## src/rtl/mips_ctrl_pkg.sv

```systemverilog
// Shared definitions for the multi-cycle MIPS control path: opcodes, ALU
// control codes, datapath mux encodings, FSM states and the control word.
package mips_ctrl_pkg;

  // Opcode field values
  localparam logic [5:0] OP_RTYPE = 6'b000000;
  localparam logic [5:0] OP_J     = 6'b000010;
  localparam logic [5:0] OP_JAL   = 6'b000011;
  localparam logic [5:0] OP_BEQ   = 6'b000100;
  localparam logic [5:0] OP_BNE   = 6'b000101;
  localparam logic [5:0] OP_ADDI  = 6'b001000;
  localparam logic [5:0] OP_ADDIU = 6'b001001;
  localparam logic [5:0] OP_SLTI  = 6'b001010;
  localparam logic [5:0] OP_SLTIU = 6'b001011;
  localparam logic [5:0] OP_ANDI  = 6'b001100;
  localparam logic [5:0] OP_ORI   = 6'b001101;
  localparam logic [5:0] OP_XORI  = 6'b001110;
  localparam logic [5:0] OP_LUI   = 6'b001111;
  localparam logic [5:0] OP_LW    = 6'b100011;
  localparam logic [5:0] OP_SW    = 6'b101011;

  // ALU control codes understood by the ALU control decoder
  localparam logic [3:0] ALU_AND     = 4'b0000;
  localparam logic [3:0] ALU_OR      = 4'b0001;
  localparam logic [3:0] ALU_ADD     = 4'b0010;
  localparam logic [3:0] ALU_SUB     = 4'b0110;
  localparam logic [3:0] ALU_SLT     = 4'b0111;
  localparam logic [3:0] ALU_ADDU    = 4'b1000;
  localparam logic [3:0] ALU_XOR     = 4'b1010;
  localparam logic [3:0] ALU_SLTU    = 4'b1011;
  localparam logic [3:0] ALU_LUI     = 4'b1110;
  localparam logic [3:0] ALUOP_FUNCT = 4'b1111;

  // Datapath mux encodings
  localparam logic [1:0] M2R_ALUOUT   = 2'b00;
  localparam logic [1:0] M2R_MDR      = 2'b01;
  localparam logic [1:0] M2R_PC       = 2'b10;
  localparam logic [1:0] RDST_RT      = 2'b00;
  localparam logic [1:0] RDST_RD      = 2'b01;
  localparam logic [1:0] RDST_RA      = 2'b10;
  localparam logic [1:0] SRCB_RT      = 2'b00;
  localparam logic [1:0] SRCB_FOUR    = 2'b01;
  localparam logic [1:0] SRCB_IMM     = 2'b10;
  localparam logic [1:0] SRCB_IMM_SH2 = 2'b11;
  localparam logic [1:0] PCSRC_ALU    = 2'b00;
  localparam logic [1:0] PCSRC_ALUOUT = 2'b01;
  localparam logic [1:0] PCSRC_JUMP   = 2'b10;

  typedef enum logic [3:0] {
    S_RESET    = 4'd0,
    S_FETCH    = 4'd1,
    S_DECODE   = 4'd2,
    S_EXEC_R   = 4'd3,
    S_R_WB     = 4'd4,
    S_MEM_ADDR = 4'd5,
    S_MEM_RD   = 4'd6,
    S_LW_WB    = 4'd7,
    S_MEM_WR   = 4'd8,
    S_BRANCH   = 4'd9,
    S_JUMP     = 4'd10,
    S_JAL      = 4'd11,
    S_EXEC_I   = 4'd12,
    S_I_WB     = 4'd13
  } state_t;

  typedef struct packed {
    logic       pc_write;
    logic       pc_write_cond;
    logic       branch_ne;
    logic       i_or_d;
    logic       mem_read;
    logic       mem_write;
    logic       ir_write;
    logic [1:0] mem_to_reg;
    logic [1:0] reg_dst;
    logic       reg_write;
    logic       alu_src_a;
    logic [1:0] alu_src_b;
    logic       sign_ext;
    logic [1:0] pc_source;
    logic [3:0] alu_op;
    logic       illegal;
  } ctrl_t;

  // State that follows DECODE for a given opcode; FETCH marks an unsupported one.
  function automatic state_t dispatch(input logic [5:0] op);
    state_t nxt;
    case (op)
      OP_RTYPE:                       nxt = S_EXEC_R;
      OP_LW, OP_SW:                   nxt = S_MEM_ADDR;
      OP_BEQ, OP_BNE:                 nxt = S_BRANCH;
      OP_J:                           nxt = S_JUMP;
      OP_JAL:                         nxt = S_JAL;
      OP_ADDI, OP_ADDIU, OP_SLTI, OP_SLTIU,
      OP_ANDI, OP_ORI, OP_XORI, OP_LUI: nxt = S_EXEC_I;
      default:                        nxt = S_FETCH;
    endcase
    return nxt;
  endfunction

  // ALU operation for the immediate-arithmetic group.
  function automatic logic [3:0] imm_alu_op(input logic [5:0] op);
    logic [3:0] code;
    case (op)
      OP_ADDIU: code = ALU_ADDU;
      OP_SLTI:  code = ALU_SLT;
      OP_SLTIU: code = ALU_SLTU;
      OP_ANDI:  code = ALU_AND;
      OP_ORI:   code = ALU_OR;
      OP_XORI:  code = ALU_XOR;
      OP_LUI:   code = ALU_LUI;
      default:  code = ALU_ADD;
    endcase
    return code;
  endfunction

endpackage

```

## src/rtl/mc_output_decode.sv

```systemverilog
// Combinational control-word decode for the multi-cycle control FSM.
module mc_output_decode
  import mips_ctrl_pkg::*;
(
  input  state_t     state,
  input  logic [5:0] op_reg,
  input  logic [5:0] op,
  input  logic       mem_ready,
  output ctrl_t      ctrl
);

  // Map the current state (and latched opcode) to datapath controls
  always_comb begin
    // NOTE: every field gets a default before the case so no path leaves a latch.
    ctrl          = '0;
    ctrl.sign_ext = 1'b1;
    case (state)
      S_RESET: begin
        ctrl.sign_ext = 1'b0;
        ctrl.alu_op   = ALU_ADD;
      end
      S_FETCH: begin
        ctrl.mem_read  = 1'b1;
        ctrl.alu_src_b = SRCB_FOUR;
        ctrl.alu_op    = ALU_ADD;
        ctrl.pc_source = PCSRC_ALU;
        ctrl.ir_write  = mem_ready;
        ctrl.pc_write  = mem_ready;
      end
      S_DECODE: begin
        ctrl.alu_src_b = SRCB_IMM_SH2;
        ctrl.alu_op    = ALU_ADD;
        // The IR holds the new instruction here; OpReg is only loaded at the end
        ctrl.illegal   = (dispatch(op) == S_FETCH);
      end
      S_EXEC_R: begin
        ctrl.alu_src_a = 1'b1;
        ctrl.alu_src_b = SRCB_RT;
        ctrl.alu_op    = ALUOP_FUNCT;
      end
      S_R_WB: begin
        ctrl.reg_write  = 1'b1;
        ctrl.reg_dst    = RDST_RD;
        ctrl.mem_to_reg = M2R_ALUOUT;
      end
      S_MEM_ADDR: begin
        ctrl.alu_src_a = 1'b1;
        ctrl.alu_src_b = SRCB_IMM;
        ctrl.alu_op    = ALU_ADD;
      end
      S_MEM_RD: begin
        ctrl.mem_read = 1'b1;
        ctrl.i_or_d   = 1'b1;
      end
      S_LW_WB: begin
        ctrl.reg_write  = 1'b1;
        ctrl.reg_dst    = RDST_RT;
        ctrl.mem_to_reg = M2R_MDR;
      end
      S_MEM_WR: begin
        ctrl.mem_write = 1'b1;
        ctrl.i_or_d    = 1'b1;
      end
      S_BRANCH: begin
        ctrl.alu_src_a     = 1'b1;
        ctrl.alu_src_b     = SRCB_RT;
        ctrl.alu_op        = ALU_SUB;
        ctrl.pc_write_cond = 1'b1;
        ctrl.pc_source     = PCSRC_ALUOUT;
        ctrl.branch_ne     = op_reg[0];
      end
      S_JUMP: begin
        ctrl.pc_write  = 1'b1;
        ctrl.pc_source = PCSRC_JUMP;
      end
      S_JAL: begin
        ctrl.pc_write   = 1'b1;
        ctrl.pc_source  = PCSRC_JUMP;
        ctrl.reg_write  = 1'b1;
        ctrl.reg_dst    = RDST_RA;
        ctrl.mem_to_reg = M2R_PC;
      end
      S_EXEC_I: begin
        ctrl.alu_src_a = 1'b1;
        ctrl.alu_src_b = SRCB_IMM;
        ctrl.alu_op    = imm_alu_op(op_reg);
        ctrl.sign_ext  = !(op_reg inside {OP_ANDI, OP_ORI, OP_XORI});
      end
      S_I_WB: begin
        ctrl.reg_write  = 1'b1;
        ctrl.reg_dst    = RDST_RT;
        ctrl.mem_to_reg = M2R_ALUOUT;
      end
      default: ctrl = '0;
    endcase
  end

endmodule

```

## src/rtl/multicycle_control.sv

```systemverilog
// Main control FSM of the multi-cycle MIPS datapath, with ready/valid
// stalling on the unified instruction/data memory.
module multicycle_control
  import mips_ctrl_pkg::*;
#(
  parameter bit          MEM_WAIT_EN = 1'b1,
  parameter int unsigned RA_REG      = 31
) (
  input  logic       CLK,
  input  logic       Reset_L,
  input  logic [5:0] Op,
  input  logic       MemReady,
  output logic       PCWrite,
  output logic       PCWriteCond,
  output logic       BranchNE,
  output logic       IorD,
  output logic       MemRead,
  output logic       MemWrite,
  output logic       IRWrite,
  output logic [1:0] MemtoReg,
  output logic [1:0] RegDst,
  output logic       RegWrite,
  output logic       ALUSrcA,
  output logic [1:0] ALUSrcB,
  output logic       SignExt,
  output logic [1:0] PCSource,
  output logic [3:0] ALUop,
  output logic       Illegal
);

  // The datapath's register file only has 32 entries for the JAL link target
  if (RA_REG > 31) begin : g_ra_range
    $error("RA_REG must index one of 32 registers");
  end

  state_t     state;
  logic [5:0] op_reg;
  logic       mem_ready;
  ctrl_t      ctrl;

  assign mem_ready = MEM_WAIT_EN ? MemReady : 1'b1;

  // State register, opcode latch and next-state sequencing
  always_ff @(posedge CLK or negedge Reset_L) begin
    if (!Reset_L) begin
      state  <= S_RESET;
      op_reg <= '0;
    end else begin
      // NOTE: sequential state uses non-blocking assignments so every register samples pre-edge values.
      case (state)
        S_RESET:    state <= S_FETCH;
        S_FETCH:    if (mem_ready) state <= S_DECODE;
        S_DECODE: begin
          op_reg <= Op;
          state  <= dispatch(Op);
        end
        S_EXEC_R:   state <= S_R_WB;
        S_MEM_ADDR: state <= (op_reg == OP_LW) ? S_MEM_RD : S_MEM_WR;
        S_MEM_RD:   if (mem_ready) state <= S_LW_WB;
        S_MEM_WR:   if (mem_ready) state <= S_FETCH;
        S_EXEC_I:   state <= S_I_WB;
        S_R_WB, S_LW_WB, S_BRANCH, S_JUMP, S_JAL, S_I_WB: state <= S_FETCH;
        default:    state <= S_FETCH;
      endcase
    end
  end

  mc_output_decode u_decode (
    .state    (state),
    .op_reg   (op_reg),
    .op       (Op),
    .mem_ready(mem_ready),
    .ctrl     (ctrl)
  );

  assign PCWrite     = ctrl.pc_write;
  assign PCWriteCond = ctrl.pc_write_cond;
  assign BranchNE    = ctrl.branch_ne;
  assign IorD        = ctrl.i_or_d;
  assign MemRead     = ctrl.mem_read;
  assign MemWrite    = ctrl.mem_write;
  assign IRWrite     = ctrl.ir_write;
  assign MemtoReg    = ctrl.mem_to_reg;
  assign RegDst      = ctrl.reg_dst;
  assign RegWrite    = ctrl.reg_write;
  assign ALUSrcA     = ctrl.alu_src_a;
  assign ALUSrcB     = ctrl.alu_src_b;
  assign SignExt     = ctrl.sign_ext;
  assign PCSource    = ctrl.pc_source;
  assign ALUop       = ctrl.alu_op;
  assign Illegal     = ctrl.illegal;

endmodule

```

## config.mk

```make
export PLATFORM = sky130hd
export DESIGN_NAME = multicycle_control
export DESIGN_NICKNAME = d
export VERILOG_FILES = /design/src/rtl/mips_ctrl_pkg.sv /design/src/rtl/mc_output_decode.sv /design/src/rtl/multicycle_control.sv
export SDC_FILE = /design/constraint.sdc
export NUM_CORES = 1
export LEC_CHECK = 0
export CAP_MARGIN = 20
export CORE_MARGIN = 1.5
export CORE_UTILIZATION = 44
export CTS_BUF_LIST = sky130_fd_sc_hd__clkbuf_8
export DETAILED_ROUTE_END_ITERATION = 10
export GPL_TIMING_DRIVEN = 0
export PLACE_DENSITY = 0.82
export SYNTH_ARGS = -nofsm -noshare
export SYNTH_HDL_FRONTEND = slang
export SYNTH_HIERARCHICAL = 1
export SYNTH_SLANG_ARGS = --single-unit
```

## constraint.sdc

```tcl
create_clock -name CLK -period 1.7 [get_ports CLK]
set_input_delay 0.425 -clock CLK [delete_from_list [all_inputs] [get_ports CLK]]
set_output_delay 0.425 -clock CLK [all_outputs]
set_load 0.01 [all_outputs]
```

==> results of run 1 <==
-- worst reg2reg max path, delay by kind of cell, from the launching register on --
| kind | cells | cell delay, ns |
|---|---|---|
| flip-flops | 1 | 0.42 |
| buffers and inverters | 4 | 0.56 |
| AND/OR/NAND/NOR | 2 | 0.37 |
| multiplexers | 1 | 0.31 |
-- kinds of logic (layout without fill, tap and decap cells) --
logic type	after synthesis	in the layout
mux	7	7
simple gates	58	58
buf+inv	15	85
xor+xnor	2	2
compound gates	38	38
flops	10	10
-- placed cells by master (no fill, tap or decap), drive strengths merged, types with 2 or more instances in the layout --
master / instances
a211oi: 3
a21oi: 10
a31oi: 2
and2: 3
and3: 3
buf: 69
clkbuf: 5
clkdlybuf4s50: 2
dfrtp: 10
dlymetal6s2s: 2
inv: 6
mux2: 5
mux2i: 2
nand2: 9
nand2b: 8
nand3: 2
nand3b: 3
nor2: 14
nor3: 5
o21ai: 5
o22ai: 4
o311ai: 2
o32ai: 2
o41ai: 2
or2: 2
or3b: 2
-- worst max-delay path by stage --
stage	to	start	depth (start not counted)
6_report	ALUop[2]	op_reg[5]$_DFFE_PN0P_	4
5_1_grt	ALUop[2]	op_reg[3]$_DFFE_PN0P_	4
4_1_cts	ALUop[2]	op_reg[4]$_DFFE_PN0P_	4
3_5_place_dp	Illegal	Op[1]	5
3_3_place_gp	Illegal	Op[1]	5
2_1_floorplan	ALUop[0]	op_reg[4]$_DFFE_PN0P_	3
-- synth_stat cells, types with 2 or more instances --
master / instances / area [µm²]
and3_1: 3 / 18.8
o21ai_0: 5 / 25.0
inv_1: 6 / 22.5
and2_1: 3 / 18.8
nor3_1: 4 / 20.0
mux2_4: 5 / 75.1
o22ai_1: 4 / 25.0
a211oi_1: 3 / 22.5
nand3b_1: 3 / 22.5
o41ai_1: 2 / 17.5
nor2_1: 14 / 52.6
nand2_1: 9 / 33.8
a21oi_1: 10 / 50.1
dfrtp_1: 10 / 250
nand3_1: 2 / 10.0
o311ai_0: 2 / 17.5
nand2b_1: 7 / 43.8
or2_2: 2 / 12.5
clkbuf_1: 4 / 15.0
mux2i_1: 2 / 20.0
buf_4: 3 / 22.5
a31oi_1: 2 / 12.5
o32ai_1: 2 / 17.5
buf_6: 2 / 22.5
-- stage by stage --
| stage | util | cells | hold slack, ns | TNS, ns | setup WS (ns) |
|---|---|---|---|---|---|
| final | 0.886 | 228 | 0.507 | -7.54 | -0.629 |
| after global routing | 0.886 | 228 | 0.509 | -8.58 | -0.665 |
| after CTS | 0.796 | 220 | 0.494 | -5.32 | -0.545 |
| after detailed placement | 0.639 | 189 | 0.541 | -11.94 | -1.09 |
| after global placement | 0.639 | 189 | 0.518 | -11.41 | -1.09 |
| after floorplan | - | 130 | 0.129 | -0.537 | -0.176 |
-- power by group through the flow --
stage                     Clock (mW)  Sequential (mW)  Combinational, mW
after floorplan                    0            0.488               1.21
after global placement             0            0.536               1.78
after detailed placement           0            0.543               1.83
after CTS                      0.236            0.526               2.49
after global routing           0.270            0.563               3.46
final                          0.252            0.559               3.31
-- layout make-up --
| cell class | instances | area [µm²] |
|---|---|---|
| multi-input cells | 105 | 942 |
| repair buffers | 68 | 592 |
| fillers | 92 | 255 |
| flip-flops and latches | 10 | 253 |
| plain buffers | 8 | 92.6 |
| clock buffers | 3 | 41.3 |
| well taps | 28 | 35.0 |
| inverters | 6 | 22.5 |
-- metal layers --
metal,global-route usage,up-vias,routed length [µm],part of all wire
met3,0.0230,61,541,0.10
li1,-,620,-,-
met5,0,-,0,0
met1,0.388,680,1950,0.36
met2,0.541,136,2490,0.46
met4,0.254,0,447,0.082
-- timing repair --
| item | CTS | global route |
|---|---|---|
| gates cloned | 2 | 0 |
| gates resized for setup | 159 | 41 |
| pin swaps | 14 | 19 |
| hold endpoints to repair | 0 | 0 |
| buffers inserted | 26 | 12 |
| endpoints found under the setup margin | 23 | 30 |
==> results.sh, run 1 <==
export IMPL_gp_congestion=0.823
export IMPL_max_cap_violations=0
export IMPL_finalCritPeriodShare=1.37
export IMPL_synth_simple_gate_area_frac=0.330
export IMPL_numPortBuffers=31
export IMPL_r2r_start="state[3]$_DFFE_PN0P_"
export IMPL_syn2layout_area_growth_pct=89.1
export IMPL_grt_use_total=0.325
export IMPL_dp_hpwl_um=2030
export IMPL_finalPower_mw=4.12
export IMPL_start_util=0.468
export IMPL_setup_viol=28
export IMPL_drive_gt1_frac=0.605
export IMPL_cpLargestDelayFamily="simple AND/OR/NAND/NOR gates"
export IMPL_synth_edff_count=0
export IMPL_dr_pass1_iters=6
export IMPL_antennaDiodeCount=0
export IMPL_drc=0
export IMPL_syn_inst=130
export IMPL_dieArea_um2=2680
export IMPL_syn_area_um2=1050
export IMPL_synth_seq_cells=10
export IMPL_combPwrFrac=0.803
export IMPL_ctsRootBufferMaster="clkbuf_8"
export IMPL_clock_sinks=10
export IMPL_cts_tree="built"
export IMPL_crit_fanout=3
export IMPL_worst_pin_slew_ns=0.481
export IMPL_relSlewSlack=0.678
export IMPL_cts_buffers=3
export IMPL_final_cell_area_um2=1980
export IMPL_grt_setup_unrepaired="yes"
export IMPL_worst_slack_ns=-0.629
export IMPL_floorplan_rows=17
export IMPL_cpMaxStageDelayCell="or4b_4"
export IMPL_die_h_um=51.8
export IMPL_path_clk_slew_ns=0.05
export IMPL_synthMuxAreaShare=0.0909
export IMPL_p_sw_mw=1.96
export IMPL_fmax_mhz=429
export IMPL_postSynthAreaPerCell_um2=8.05
export IMPL_cts_max_path_buffers=2
export IMPL_coreArea_um2=2230
export IMPL_power_internal_mw=2.16
export IMPL_grt_pass1_wl_um=6200
export IMPL_p_leak_nw=0.881
export IMPL_fin_nets=211
export IMPL_dpl_cell_area_um2=1430
export IMPL_hold_buffers=0
export IMPL_largest_register_ffs=6
export IMPL_grt_max_degree=11
export IMPL_min_path_type="in -> async"
export IMPL_worstSetupPathType="reg -> out"
export IMPL_pwr_share_clk=0.061
export IMPL_synth_distinct_cells=45
export IMPL_share_seq_of_total_power=0.136
export IMPL_drv_slew=0
export IMPL_via_count=1497
export IMPL_antenna_found_initial=0
export IMPL_rr_endpoint="op_reg[4]$_DFFE_PN0P_"
export IMPL_avgRoutedWirePerCell_um=23.8
export IMPL_crit_arrival_ns=1.90
export IMPL_synth_top_family_by_area="simple AND/OR/NAND/NOR gates"
export IMPL_pin_count=32
export IMPL_status="finished, violations left"
export IMPL_synth_async_reset_ratio=1.00
export IMPL_timing_final_crit_period_ns=2.33
export IMPL_htree_levels=1
export IMPL_irDropWorstVdd_mv=1.94
export IMPL_drt_iter0_drc=79
export IMPL_finalHoldViolCount=0
export IMPL_regToRegSetupSlack_ns=-0.07
export IMPL_routed_wl_um=5430
export IMPL_ys_flop_type="dfrtp_1"
export IMPL_end_kind="output pin"
export IMPL_slowest_delay_ns=0.54
export IMPL_start_kind="flop"
export IMPL_synthAdderAreaFrac=0
export IMPL_synth_warnings=6
export IMPL_die_w_um=51.8
export IMPL_vias_per_cell=6.57
export IMPL_yosysSeqAreaShare=0.239
export IMPL_critPathBufInv=1
export IMPL_path_cells="or3b_4, or4b_4, o32ai_4, buf_2"
export IMPL_synth_xor_xnor_area_share=0.0167
export IMPL_rr_worst_depth=7
export IMPL_worstPathRequired_ns=1.27
export IMPL_fin_skew_ns=0.00395
export IMPL_synthesis_nets=139
export IMPL_ant_nets=0
export IMPL_grt_ovfl_total=0
export IMPL_netSwitchingFraction=0.476
export IMPL_violations="setup timing"
export IMPL_grt_pass1_vias=1264
export IMPL_p_per_area_nw_per_um2=2080
export IMPL_clk_latency_ns=0.24
export IMPL_synth_compound_area_frac=0.244
Note: power is estimated with default switching activity, not from simulation.
==> inputs of run 2 (changes only) <==
--- a/config.mk
+++ b/config.mk
@@ -12,6 +12,7 @@
 export DETAILED_ROUTE_END_ITERATION = 10
 export GPL_TIMING_DRIVEN = 0
 export PLACE_DENSITY = 0.82
+export REMOVE_ABC_BUFFERS = 1
 export SYNTH_ARGS = -nofsm -noshare
 export SYNTH_HDL_FRONTEND = slang
 export SYNTH_HIERARCHICAL = 1
==> results.sh, run 2 (synthesis results as in run 1) <==
export IMPL_status="finished, violations left"
export IMPL_violations="setup timing"
export IMPL_htree_levels=1
export IMPL_timing_final_crit_period_ns=2.37
export IMPL_hold_slack_ns=0.443
export IMPL_worstPathRequired_ns=1.27
export IMPL_finalHoldViolCount=0
export IMPL_rr_worst_depth=6
export IMPL_finalCritPeriodShare=1.39
export IMPL_routed_wl_um=5230
export IMPL_regToRegSetupSlack_ns=0
export IMPL_path_clk_slew_ns=0.06
export IMPL_final_util=0.882
export IMPL_irDropWorstVdd_mv=1.28
export IMPL_ant_nets=0
export IMPL_cts_buffers=3
export IMPL_setup_viol=22
export IMPL_pin_count=32
export IMPL_crit_fanout=3
export IMPL_cts_tree="built"
export IMPL_gp_congestion=0.764
export IMPL_rr_endpoint="op_reg[0]$_DFFE_PN0P_"
export IMPL_start_util=0.468
export IMPL_end_kind="output pin"
export IMPL_drc=0
export IMPL_clk_latency_ns=0.24
export IMPL_die_h_um=51.8
export IMPL_antennaDiodeCount=0
export IMPL_p_per_area_nw_per_um2=2050
export IMPL_dr_pass1_iters=4
export IMPL_largest_register_ffs=6
export IMPL_grt_setup_unrepaired="yes"
export IMPL_vias_per_cell=6.55
export IMPL_fin_skew_ns=0.00386
export IMPL_slowest_delay_ns=0.58
export IMPL_clock_sinks=10
export IMPL_finalPower_mw=4.04
export IMPL_relSlewSlack=0.671
export IMPL_fmax_mhz=422
export IMPL_min_path_cells=2
export IMPL_grt_ovfl_total=0
export IMPL_floorplan_rows=17
export IMPL_fin_nets=209
export IMPL_via_count=1486
export IMPL_max_cap_violations=0
export IMPL_dieArea_um2=2680
export IMPL_min_from="Op[1]"
export IMPL_avgRoutedWirePerCell_um=23.0
export IMPL_cpMaxStageDelayCell="or4b_4"
export IMPL_crit_arrival_ns=1.94
export IMPL_dp_worst_setup_slack_ns=-1.18
export IMPL_grt_pass1_vias=1297
export IMPL_syn2layout_area_growth_pct=88.3
export IMPL_drv_slew=0
export IMPL_drive_gt1_frac=0.598
export IMPL_start_kind="flop"
export IMPL_grt_use_total=0.312
export IMPL_mostFrequentLayoutCells="buf_6, buf_4, buf_2, nor2_1"
export IMPL_drt_iter0_drc=82
export IMPL_placedCellCount=180
export IMPL_final_common_cell="buf_6"
export IMPL_p_leak_nw=0.861
export IMPL_worst_pin_slew_ns=0.492
export IMPL_stdcell_count=227
export IMPL_path_cells="or3b_4, or4b_4, o32ai_2, buf_2"
export IMPL_dp_hpwl_um=1890
export IMPL_r2r_start="state[3]$_DFFE_PN0P_"
export IMPL_die_w_um=51.8
export IMPL_hold_path_end="op_reg[1]$_DFFE_PN0P_"
export IMPL_min_path_type="in -> reg"
export IMPL_worstSetupPathType="reg -> out"
export IMPL_grt_max_degree=13
export IMPL_grt_pass1_wl_um=6130
export IMPL_worst_slack_ns=-0.667
export IMPL_ctsRootBufferMaster="clkbuf_8"
export IMPL_antenna_found_initial=0
export IMPL_cts_max_path_buffers=2
export IMPL_numPortBuffers=31
export IMPL_coreArea_um2=2230
run 2: cell count changes in the layout (fill, tap and decap cells not counted), sizes merged:
cell / previous run / this run
dlymetal6s2s: 2 / 0
dlygate4sd2: 1 / 4
buf: 69 / 67
run 2: how the worst max path moves through the flow:
| stage | start | end | slack [ns] | depth (start not counted) |
|---|---|---|---|---|
| after detailed placement | Op[1] | Illegal | -1.18 | 5 |
| final | op_reg[4]$_DFFE_PN0P_ | ALUop[2] | -0.67 | 4 |
| after CTS | op_reg[5]$_DFFE_PN0P_ | ALUop[0] | -0.56 | 4 |
| after floorplan | state[2]$_DFFE_PN0P_ | ALUop[0] | -0.30 | 3 |
| after global placement | Op[1] | Illegal | -1.13 | 5 |
| after global routing | op_reg[4]$_DFFE_PN0P_ | ALUop[2] | -0.71 | 4 |
run 2: layout make-up:
cell class | count | area [µm²]
Sequential cell | 10 | 260
Timing Repair Buffer | 74 | 683
Inverter | 6 | 25.0
Fill cell | 102 | 264
Clock buffer | 4 | 55.1
Multi-Input combinational cell | 105 | 911
Tap cell | 28 | 35.0
run 2: critical path: cells and delay by family (launching register included):
| kind | cells | cell delay [ns] |
|---|---|---|
| AND/OR/NAND/NOR | 2 | 1.01 |
| buffers and inverters | 1 | 0.18 |
| flip-flops | 1 | 0.38 |
| AO/OA/AOI/OAI | 1 | 0.13 |
run 2: metal layers:
layer / track usage / wire [µm] / part of all wire / vias up
li1: - / - / - / 624
met1: 0.369 / 1890 / 0.36 / 710
met2: 0.551 / 2600 / 0.50 / 114
met3: 0.0431 / 426 / 0.082 / 38
met4: 0.149 / 306 / 0.059 / 0
met5: 0 / 0 / 0 / -
run 2: where the power goes:
group	total (mW)	switching [mW]	internal [mW]
Combinational	3.18	1.58	1.60
Clock	0.311	0.107	0.205
Sequential	0.551	0.180	0.371
run 2: stage by stage:
| step | cell area [µm²] | TNS [ns] |
|---|---|---|
| floorplan | 986 | -1.32 |
| global placement | 1330 | -15.15 |
| global route | 1970 | -7.95 |
| finish | 1970 | -6.88 |
| detailed placement | 1330 | -16.21 |
| CTS | 1730 | -3.79 |
run 2: repair_timing:
| action | 4_1_cts | 5_1_grt |
|---|---|---|
| gates resized for setup | 161 | 31 |
| gates cloned | 0 | 1 |
| endpoints found under the setup margin | 30 | 26 |
| pin swaps | 11 | 15 |
| buffers inserted | 31 | 12 |
| hold buffers | 0 | 0 |
==> inputs of run 3 (changes only) <==
--- a/config.mk
+++ b/config.mk
@@ -6,7 +6,6 @@
 export NUM_CORES = 1
 export LEC_CHECK = 0
 export CAP_MARGIN = 20
-export CORE_MARGIN = 1.5
 export CORE_UTILIZATION = 44
 export CTS_BUF_LIST = sky130_fd_sc_hd__clkbuf_8
 export DETAILED_ROUTE_END_ITERATION = 10
==> constraint.sdc (replaced) <==
create_clock -name CLK -period 1.7 [get_ports CLK]
set_input_delay 0.255 -clock CLK [delete_from_list [all_inputs] [get_ports CLK]]
set_output_delay 0.255 -clock CLK [all_outputs]
set_load 0.01 [all_outputs]
==> results.sh, run 3 (synthesis results as in run 1) <==
export IMPL_worst_pin_slew_ns=0.455
export IMPL_final_common_cell="buf_4"
export IMPL_relSlewSlack=0.696
export IMPL_ctsRootBufferMaster="clkbuf_8"
export IMPL_gp_congestion=0.869
export IMPL_cts_max_path_buffers=2
export IMPL_fin_skew_ns=0.00342
export IMPL_endpoint="ALUop[3]"
export IMPL_largest_register_ffs=6
export IMPL_fmax_mhz=464
export IMPL_drive_gt1_frac=0.511
export IMPL_grt_use_total=0.317
export IMPL_crit_fanout=12
export IMPL_die_h_um=50.8
export IMPL_start_util=0.468
export IMPL_drv_slew=0
export IMPL_worstPathRequired_ns=1.44
export IMPL_rr_endpoint="op_reg[0]$_DFFE_PN0P_"
export IMPL_start_kind="flop"
export IMPL_numPortBuffers=31
export IMPL_drc=0
export IMPL_dpl_cell_area_um2=1330
export IMPL_path_clk_slew_ns=0.05
export IMPL_crit_arrival_ns=1.90
export IMPL_finalHoldViolCount=0
export IMPL_pin_count=32
export IMPL_violations="setup timing"
export IMPL_slowest_delay_ns=0.58
export IMPL_min_path_type="in -> async"
export IMPL_cpMaxStageDelayCell="or4b_4"
export IMPL_grt_setup_unrepaired="yes"
export IMPL_p_leak_nw=0.777
export IMPL_regToRegSetupSlack_ns=0.01
export IMPL_mostFrequentLayoutCells="buf_4, buf_2, buf_6, nor2_1, nand2_1"
export IMPL_multiInputGateArea_um2=860
export IMPL_fillers=136
export IMPL_via_count=1388
export IMPL_seqCellArea_um2=260
export IMPL_worst_slack_ns=-0.457
export IMPL_timing_final_crit_period_ns=2.16
export IMPL_routed_wl_um=4470
export IMPL_grt_pass1_wl_um=6050
export IMPL_final_cell_area_um2=1740
export IMPL_grt_pass1_vias=1203
export IMPL_status="finished, violations left"
export IMPL_coreArea_um2=2230
export IMPL_avgRoutedWirePerCell_um=20.7
export IMPL_end_kind="output pin"
export IMPL_syn2layout_area_growth_pct=66.0
export IMPL_crit_start="state[0]$_DFFE_PN0P_"
export IMPL_antennaDiodeCount=0
export IMPL_max_cap_violations=0
export IMPL_clk_latency_ns=0.24
export IMPL_r2r_start="state[2]$_DFFE_PN0P_"
export IMPL_irDropWorstVdd_mv=1.26
export IMPL_rr_worst_depth=6
export IMPL_grt_ovfl_total=0
export IMPL_floorplan_rows=17
export IMPL_fin_tns_setup_ns=-2.44
export IMPL_dieArea_um2=2580
export IMPL_cts_tree="built"
export IMPL_grt_max_degree=13
export IMPL_setup_viol=15
export IMPL_stdcell_count=216
export IMPL_dp_hpwl_um=1890
export IMPL_p_per_area_nw_per_um2=2010
export IMPL_fin_nets=198
export IMPL_worstSetupPathType="reg -> out"
export IMPL_vias_per_cell=6.43
export IMPL_placedCellCount=180
export IMPL_die_w_um=50.8
export IMPL_dp_worst_setup_slack_ns=-0.817
export IMPL_htree_levels=1
export IMPL_clock_sinks=10
export IMPL_ant_nets=0
export IMPL_drt_iter0_drc=45
export IMPL_finalCritPeriodShare=1.27
export IMPL_hold_slack_ns=0.327
export IMPL_cts_buffers=3
export IMPL_path_cells="buf_4, or4b_4, o22ai_1, buf_2"
export IMPL_antenna_found_initial=0
export IMPL_dr_pass1_iters=4
[run 3: changes by cell type in the layout (fill, tap and decap cells not counted), moves of 3 or more]
cell,change
buf_6,-7
buf_12,-4
nor2_1,+4
buf_2,-3
clkdlybuf4s50_1,+3
nor2_2,-3
[run 3: critical path, delay by kind of cell, from the launching register on]
family | cells | cell delay (ns)
AOI/OAI and AO/OA | 1 | 0.15
buffers and inverters | 2 | 0.38
DFF | 1 | 0.54
and+or+nand+nor | 1 | 0.58
[run 3: area by class of cell]
cell class / count / area share
clock buffer: 4 / 0.0317
inverter: 6 / 0.0130
multi-input combinational: 105 / 0.495
sequential: 10 / 0.150
tap: 28 / 0.0202
timing repair buffer: 63 / 0.290
[run 3: routing by layer]
metal	wire, µm	vias to the layer above	GRT usage
met5	0	-	0
met4	231	0	0.102
met3	282	28	0.0364
met2	2320	99	0.618
met1	1630	668	0.349
li1	-	593	-
[run 3: per-stage QoR]
stage                util  total power [mW]
global route        0.778              3.67
CTS                 0.725              2.98
detailed placement  0.596              2.21
finish              0.778              3.49
global placement    0.596              2.15
floorplan               -              1.53
[run 3: how the worst min path moves through the flow]
stage | start | end | slack (ns)
6_report | Reset_L | op_reg[3]$_DFFE_PN0P_ | 0.33
5_1_grt | Op[0] | op_reg[0]$_DFFE_PN0P_ | 0.35
4_1_cts | Reset_L | op_reg[2]$_DFFE_PN0P_ | 0.33
3_5_place_dp | op_reg[3]$_DFFE_PN0P_ | op_reg[3]$_DFFE_PN0P_ | 0.54
3_3_place_gp | op_reg[3]$_DFFE_PN0P_ | op_reg[3]$_DFFE_PN0P_ | 0.52
2_1_floorplan | Reset_L | op_reg[0]$_DFFE_PN0P_ | -0.04
[run 3: repair_timing]
action | 4_1_cts | 5_1_grt
setup buffers | 27 | 6
resized for setup | 109 | 39
pin swaps | 5 | 7
setup endpoints to repair | 30 | 27
hold buffers | 0 | 0
cloned | 0 | 0
[run 3: where the power goes]
group	total [mW]	switching [mW]	leakage [nW]	internal, mW
Sequential	0.571	0.200	0.118	0.371
Combinational	2.60	1.34	0.630	1.26
Clock	0.313	0.108	0.0288	0.205
